**src/rtl/mram_spi_pkg.sv**
```systemverilog
// rtl/mram_spi_pkg.sv - shared widths, PTS state encoding and helpers for the MRAM SPI path
//
// Used by mram_read_pts, pts_bit_mux, SPI_Slave and the top level.
package mram_spi_pkg;

    localparam int MRAM_DATA_W = 16;
    localparam int MRAM_ADDR_W = 20;
    localparam int IDX_W       = 4;

    // MRAM tAA plus margin, in FPGA_clk cycles (legal range 0..15)
    localparam int PTS_ACCESS_CYCLES_DEF = 4;

    localparam int PTS_STATE_W = 2;
    localparam int PTS_CNT_W   = 4;

    localparam logic [PTS_STATE_W-1:0] PTS_IDLE    = 2'd0;
    localparam logic [PTS_STATE_W-1:0] PTS_WAIT    = 2'd1;
    localparam logic [PTS_STATE_W-1:0] PTS_CAPTURE = 2'd2;

    // Bit position inside the shadow word for a given serial index.
    // With a 16-bit word, 15-idx is the same as the bitwise inverse of idx.
    function automatic logic [IDX_W-1:0] pts_bit_pos(
        input logic [IDX_W-1:0] idx,
        input logic             msb_first
    );
        return msb_first ? ~idx : idx;
    endfunction

endpackage

```
**src/rtl/pts_bit_mux.sv**
```systemverilog
// rtl/pts_bit_mux.sv - registered 16:1 bit select for the MISO serial path
//
// Ports:
//   clk, rst_n  : clock and asynchronous active-low reset
//   word        : shadow word to serialise
//   index       : serial bit index from the SPI slave
//   bit_out     : selected bit, registered (one cycle after word/index change)
module pts_bit_mux
    import mram_spi_pkg::*;
#(
    parameter bit MSB_FIRST = 1'b1
) (
    input  logic                   clk,
    input  logic                   rst_n,
    input  logic [MRAM_DATA_W-1:0] word,
    input  logic [IDX_W-1:0]       index,
    output logic                   bit_out
);

    logic bit_d;
    logic bit_q;

    always_comb begin
        bit_d = word[pts_bit_pos(index, MSB_FIRST)];
    end

    always_ff @(posedge clk or negedge rst_n) begin
        if (!rst_n) begin
            bit_q <= 1'b0;
        end else begin
            bit_q <= bit_d;
        end
    end

    assign bit_out = bit_q;

endmodule

```
**src/rtl/mram_read_pts.sv**
```systemverilog
// rtl/mram_read_pts.sv - MRAM read parallel-to-serial stage feeding the SPI slave MISO path
//
// Ports:
//   FPGA_clk, FPGA_rst_n : clock and asynchronous active-low reset
//   PTS_en               : read strobe from SPI slave, rising edge starts an access
//   chip_en_n, read_en_n : MRAM enables as driven to the device (active low)
//   data_in              : MRAM data bus, only trusted in the capture cycle
//   index                : serial bit select from SPI slave
//   clr_flags            : clears overrun and access_err
//   ser_data_out         : registered selected bit
//   busy, word_valid     : access in progress / shadow holds a fresh word
//   overrun, access_err  : sticky debug flags
//   capture_cnt          : wrapping count of successful captures
module mram_read_pts
    import mram_spi_pkg::*;
#(
    parameter int unsigned ACCESS_CYCLES = PTS_ACCESS_CYCLES_DEF,
    parameter bit          MSB_FIRST     = 1'b1
) (
    input  logic                   FPGA_clk,
    input  logic                   FPGA_rst_n,
    input  logic                   PTS_en,
    input  logic                   chip_en_n,
    input  logic                   read_en_n,
    input  logic [MRAM_DATA_W-1:0] data_in,
    input  logic [IDX_W-1:0]       index,
    input  logic                   clr_flags,
    output logic                   ser_data_out,
    output logic                   busy,
    output logic                   word_valid,
    output logic                   overrun,
    output logic                   access_err,
    output logic [7:0]             capture_cnt
);

    localparam logic [PTS_CNT_W-1:0] WAIT_LOAD = PTS_CNT_W'(ACCESS_CYCLES);

    logic [PTS_STATE_W-1:0] state_q, state_d;
    logic [PTS_CNT_W-1:0]   wait_cnt_q, wait_cnt_d;
    logic                   pts_en_q, pts_en_d;
    logic [MRAM_DATA_W-1:0] shadow_q, shadow_d;
    logic                   busy_q, busy_d;
    logic                   word_valid_q, word_valid_d;
    logic                   overrun_q, overrun_d;
    logic                   access_err_q, access_err_d;
    logic [7:0]             capture_cnt_q, capture_cnt_d;

    logic start;
    logic mram_ok;
    logic overrun_set;
    logic access_err_set;

    always_comb begin
        start          = PTS_en & ~pts_en_q;
        mram_ok        = ~chip_en_n & ~read_en_n;
        overrun_set    = 1'b0;
        access_err_set = 1'b0;

        pts_en_d      = PTS_en;
        state_d       = state_q;
        wait_cnt_d    = wait_cnt_q;
        shadow_d      = shadow_q;
        busy_d        = busy_q;
        word_valid_d  = word_valid_q;
        capture_cnt_d = capture_cnt_q;

        case (state_q)
            PTS_IDLE: begin
                if (start) begin
                    state_d      = PTS_WAIT;
                    wait_cnt_d   = WAIT_LOAD;
                    busy_d       = 1'b1;
                    word_valid_d = 1'b0;
                end
            end

            PTS_WAIT: begin
                if (start) begin
                    overrun_set = 1'b1;
                    wait_cnt_d  = WAIT_LOAD;
                end else if (wait_cnt_q == '0) begin
                    state_d = PTS_CAPTURE;
                end else begin
                    wait_cnt_d = wait_cnt_q - 1'b1;
                end
            end

            PTS_CAPTURE: begin
                // data_in is only looked at when the device is actually driving it
                if (mram_ok) begin
                    shadow_d      = data_in;
                    word_valid_d  = 1'b1;
                    capture_cnt_d = capture_cnt_q + 8'd1;
                end else begin
                    access_err_set = 1'b1;
                end

                // A strobe landing on the capture cycle restarts the access; the
                // sample above is still kept, but the new strobe owns state/busy.
                if (start) begin
                    overrun_set  = 1'b1;
                    state_d      = PTS_WAIT;
                    wait_cnt_d   = WAIT_LOAD;
                    busy_d       = 1'b1;
                    word_valid_d = 1'b0;
                end else begin
                    state_d = PTS_IDLE;
                    busy_d  = 1'b0;
                end
            end

            default: begin
                state_d = PTS_IDLE;
                busy_d  = 1'b0;
            end
        endcase

        // Set beats clear when both happen in the same cycle
        overrun_d    = overrun_set    | (overrun_q    & ~clr_flags);
        access_err_d = access_err_set | (access_err_q & ~clr_flags);
    end

    always_ff @(posedge FPGA_clk or negedge FPGA_rst_n) begin
        if (!FPGA_rst_n) begin
            state_q       <= PTS_IDLE;
            wait_cnt_q    <= '0;
            pts_en_q      <= 1'b0;
            shadow_q      <= '0;
            busy_q        <= 1'b0;
            word_valid_q  <= 1'b0;
            overrun_q     <= 1'b0;
            access_err_q  <= 1'b0;
            capture_cnt_q <= 8'd0;
        end else begin
            state_q       <= state_d;
            wait_cnt_q    <= wait_cnt_d;
            pts_en_q      <= pts_en_d;
            shadow_q      <= shadow_d;
            busy_q        <= busy_d;
            word_valid_q  <= word_valid_d;
            overrun_q     <= overrun_d;
            access_err_q  <= access_err_d;
            capture_cnt_q <= capture_cnt_d;
        end
    end

    pts_bit_mux #(
        .MSB_FIRST (MSB_FIRST)
    ) u_bit_mux (
        .clk     (FPGA_clk),
        .rst_n   (FPGA_rst_n),
        .word    (shadow_q),
        .index   (index),
        .bit_out (ser_data_out)
    );

    assign busy        = busy_q;
    assign word_valid  = word_valid_q;
    assign overrun     = overrun_q;
    assign access_err  = access_err_q;
    assign capture_cnt = capture_cnt_q;

endmodule

```
**config.mk**
```make
export PLATFORM = sky130hd
export DESIGN_NAME = mram_read_pts
export DESIGN_NICKNAME = d
export VERILOG_FILES = /design/src/rtl/mram_spi_pkg.sv /design/src/rtl/pts_bit_mux.sv /design/src/rtl/mram_read_pts.sv
export SDC_FILE = /design/constraint.sdc
export NUM_CORES = 1
export LEC_CHECK = 0
export BUFFER_PORTS_ARGS = -buffer_cell sky130_fd_sc_hd__buf_2
export CAP_MARGIN = 20
export CORE_MARGIN = 1.5
export CORE_UTILIZATION = 53
export DETAILED_ROUTE_END_ITERATION = 10
export GPL_ROUTABILITY_DRIVEN = 0
export PLACE_DENSITY_LB_ADDON = 0.12
export RECOVER_POWER = 50
export SLEW_MARGIN = 10
export SYNTH_ARGS = -nofsm -noshare
export SYNTH_HDL_FRONTEND = slang
export SYNTH_HIERARCHICAL = 1
export SYNTH_SLANG_ARGS = --single-unit
```
**constraint.sdc**
```tcl
create_clock -name FPGA_clk -period 2 [get_ports FPGA_clk]
set_input_delay 0.2 -clock FPGA_clk [delete_from_list [all_inputs] [get_ports FPGA_clk]]
set_output_delay 0.2 -clock FPGA_clk [all_outputs]
set_load 0.02 [all_outputs]
```
==> run metrics <==
status finished clean; RSZ-0062 raised after global routing false; Tcrit/Tclk final 0.916; Rows 20; post-route design area ~2000 µm²; Worst EP arrival 2.10 ns; Static Leak 0.967 nW; DR top layer met4; H-tree depth 2; max_cap viols 0; largest net degree at the start of global routing 37; Syn Std Cell Area about 1700 µm²; final setup TNS 0 ns; # setup viols final 0; IO Port Bufs 38; Tmin final between 1.5 and 2 ns; power share of the clock group 0.153; Post-DP Area around 2000 µm²; Req. time, crit path approximately 2.3 ns; cts bufs inserted 5; WL met1 between 1000 and 1500 µm; Ports 39; Startpoint Class register; Final nets 213; synth unique cells 33; worst clock skew around 0.0046 ns; largest stage delay on the critical path between 0.5 and 0.6 ns; commonest cells after routing, fill and taps aside dfrtp_1 (36), buf_2 (32), mux2_2 (17); most common cell after layout, fill and taps aside dfrtp_1; Max FO, Critical Path 5; Crit path top cell by count o21ai_0; grt total ovfl 0; dpl ws between 0.15 and 0.2 ns; worst-path cell chain inv_1 -> ha_1 -> or4bb_1 -> a21oi_1 -> o21ai_0 -> o21ai_0; Die Wd ~60 µm; final hold vios 0; slowest CP cell or4bb_1; Final WS setup ~0.17 ns; 1st-iter DRT viols 31; antenna violations before repair 0; met2 routed WL around 1700 µm; Root Buffer clkbuf_4; Peak supply drop between 800 and 900 µV; Int Pwr around 1.7 mW; ANT cells 0; Final Max Tran Viols 0; #FFs+latches synth 36; Area Growth Syn to Fin 18.8%; Total Die Area around 3600 µm²; syn_area_per_cell about 13 µm²; TritonCTS Sinks 36; worst hold slack around 0.035 ns; clk_lat worst skew roughly 0.34 ns; Max-slew headroom 0.424; crit end category register; Crit path max-delay family simple AND/OR/NAND/NOR gates; Syn Nets ~170; Antenna Violating Nets Remaining 0; FMAX around 550 MHz; cell area power density approximately 1300 nW/µm²; vias in the first global route around 1200; HPWL after detailed placement about 2300 µm; crit path launch state_q[1]$_DFFE_PN0P_; Die Y about 60 µm; CP Buf/Inv Count 1; sequential share of power 0.456; actual slew at the worst max-slew pin 0.864 ns; Mapped Cells between 100 and 150; wire length on met3 ~120 µm; Tot Pwr approximately 2.6 mW; DRC 0; post-cts gate resize count 0; first-pass GRT wire length approximately 5300 µm; Hold Startpoint clr_flags; worst hold path type input port to register; fraction of layout cells with a size suffix above 1 0.331; Reg-to-Reg Start state_q[1]$_DFFE_PN0P_; Switching Share 0.353; switching power slightly above 900 µW; CTS Buffer Depth 2; Pre-Repair DR Iteration Count 4; Overall Global Routing Usage 0.200; drt total wl 3180 µm; post-synthesis sequential area ratio 0.522; Clock transition at path regs 0.10 ns; CTS tree done; Routed WL per cell 14.1 µm; Comb pwr share 0.390; Core Region 3080 µm²; vias post-DR approximately 1200; Worst Setup Path Type register to register; vias per cell about 5.3; yosys warns 6; Initial Utilization 0.561
[Yosys cell counts]
| library cell | n | area (µm²) |
|---|---|---|
| a211oi_1 | 1 | 7.51 |
| a21oi_1 | 4 | 20.0 |
| a22o_1 | 1 | 8.76 |
| a31oi_1 | 1 | 6.26 |
| and2_1 | 1 | 6.26 |
| and4_1 | 1 | 8.76 |
| buf_2 | 2 | 10.0 |
| clkbuf_1 | 1 | 3.75 |
| dfrtp_1 | 36 | 901 |
| ha_1 | 7 | 87.6 |
| inv_1 | 6 | 22.5 |
| mux2_2 | 17 | 191 |
| mux2_4 | 2 | 30.0 |
| mux2i_1 | 3 | 30.0 |
| mux4_1 | 4 | 105 |
| nand2_1 | 7 | 26.3 |
| nand2b_1 | 1 | 6.26 |
| nand3_1 | 3 | 15.0 |
| nand3b_1 | 1 | 7.51 |
| nand4_1 | 5 | 31.3 |
| nor2_1 | 8 | 30.0 |
| nor2b_1 | 1 | 6.26 |
| nor2b_4 | 1 | 13.8 |
| nor3_1 | 1 | 5.00 |
| nor4_1 | 1 | 6.26 |
| o21a_1 | 1 | 7.51 |
| o21ai_0 | 7 | 35.0 |
| o22ai_1 | 1 | 6.26 |
| o31ai_1 | 1 | 7.51 |
| or4b_1 | 1 | 10.0 |
| or4bb_1 | 1 | 11.3 |
| xnor2_1 | 6 | 52.6 |
| xor2_1 | 1 | 8.76 |
[routing by layer]
layer,track usage,up-vias
li1,-,583
met1,0.232,591
met2,0.339,19
met3,0.0498,5
met4,0.108,0
met5,0,-
[layout make-up]
type	instances	area [µm²]
timing repair buffer	41	224
fill	254	1030
tap	44	55.1
multi-input combinational	90	788
sequential	36	901
clock buffer	8	58.8
inverter	6	22.5
[power groups by stage]
stage / Combinational (mW) / Sequential (mW) / Clock [mW]
after floorplan: 0.696 / 1.26 / 0
after global placement: 0.990 / 1.20 / 0
after detailed placement: 1.04 / 1.23 / 0
after CTS: 1.05 / 1.21 / 0.416
after global routing: 1.14 / 1.25 / 0.441
final: 1.03 / 1.21 / 0.406
[per-stage QoR]
stage | util | std cells
3_3_place_gp | 0.642 | 215
6_report | 0.666 | 225
4_1_cts | 0.668 | 225
2_1_floorplan | - | 135
5_1_grt | 0.666 | 225
3_5_place_dp | 0.642 | 215
[final timing paths]
path                       cells past startpoint  slack (ns)                         end
setup / recovery                               6        0.17   wait_cnt_q[0]$_DFFE_PN0P_
setup reg to reg                               6        0.17   wait_cnt_q[0]$_DFFE_PN0P_
min in group asynchronous                      2        0.49     shadow_q[1]$_DFFE_PN0P_
max in group asynchronous                      2        0.96  capture_cnt[7]$_DFFE_PN0P_
hold reg to reg                                1        0.47  capture_cnt[7]$_DFFE_PN0P_
hold / removal                                 2        0.03        access_err$_DFF_PN0_
[what timing repair did]
action                                 CTS  global route
setup buffers                            0             0
endpoints found under the hold margin   37             0
hold buffers                             2             0
[state kept, by name, indices dropped and copies added, names as in the netlist, 2 cells and up]
name,cells
capture_cnt,8
wait_cnt_q,4
shadow_q,16
state_q,2
[logic make-up (layout without fill, tap and decap cells)]
family	after synthesis	count (layout)	synth area share
AO/OA/AOI/OAI	17	17	0.0573
XOR/XNOR	7	7	0.0355
adder cells (fa/ha/maj)	7	7	0.0508
buffers and inverters	9	55	0.0210
flip-flops	36	36	0.522
multiplexers	26	26	0.207
AND/OR/NAND/NOR	33	33	0.107
Note: power is estimated with default switching activity, not from simulation.
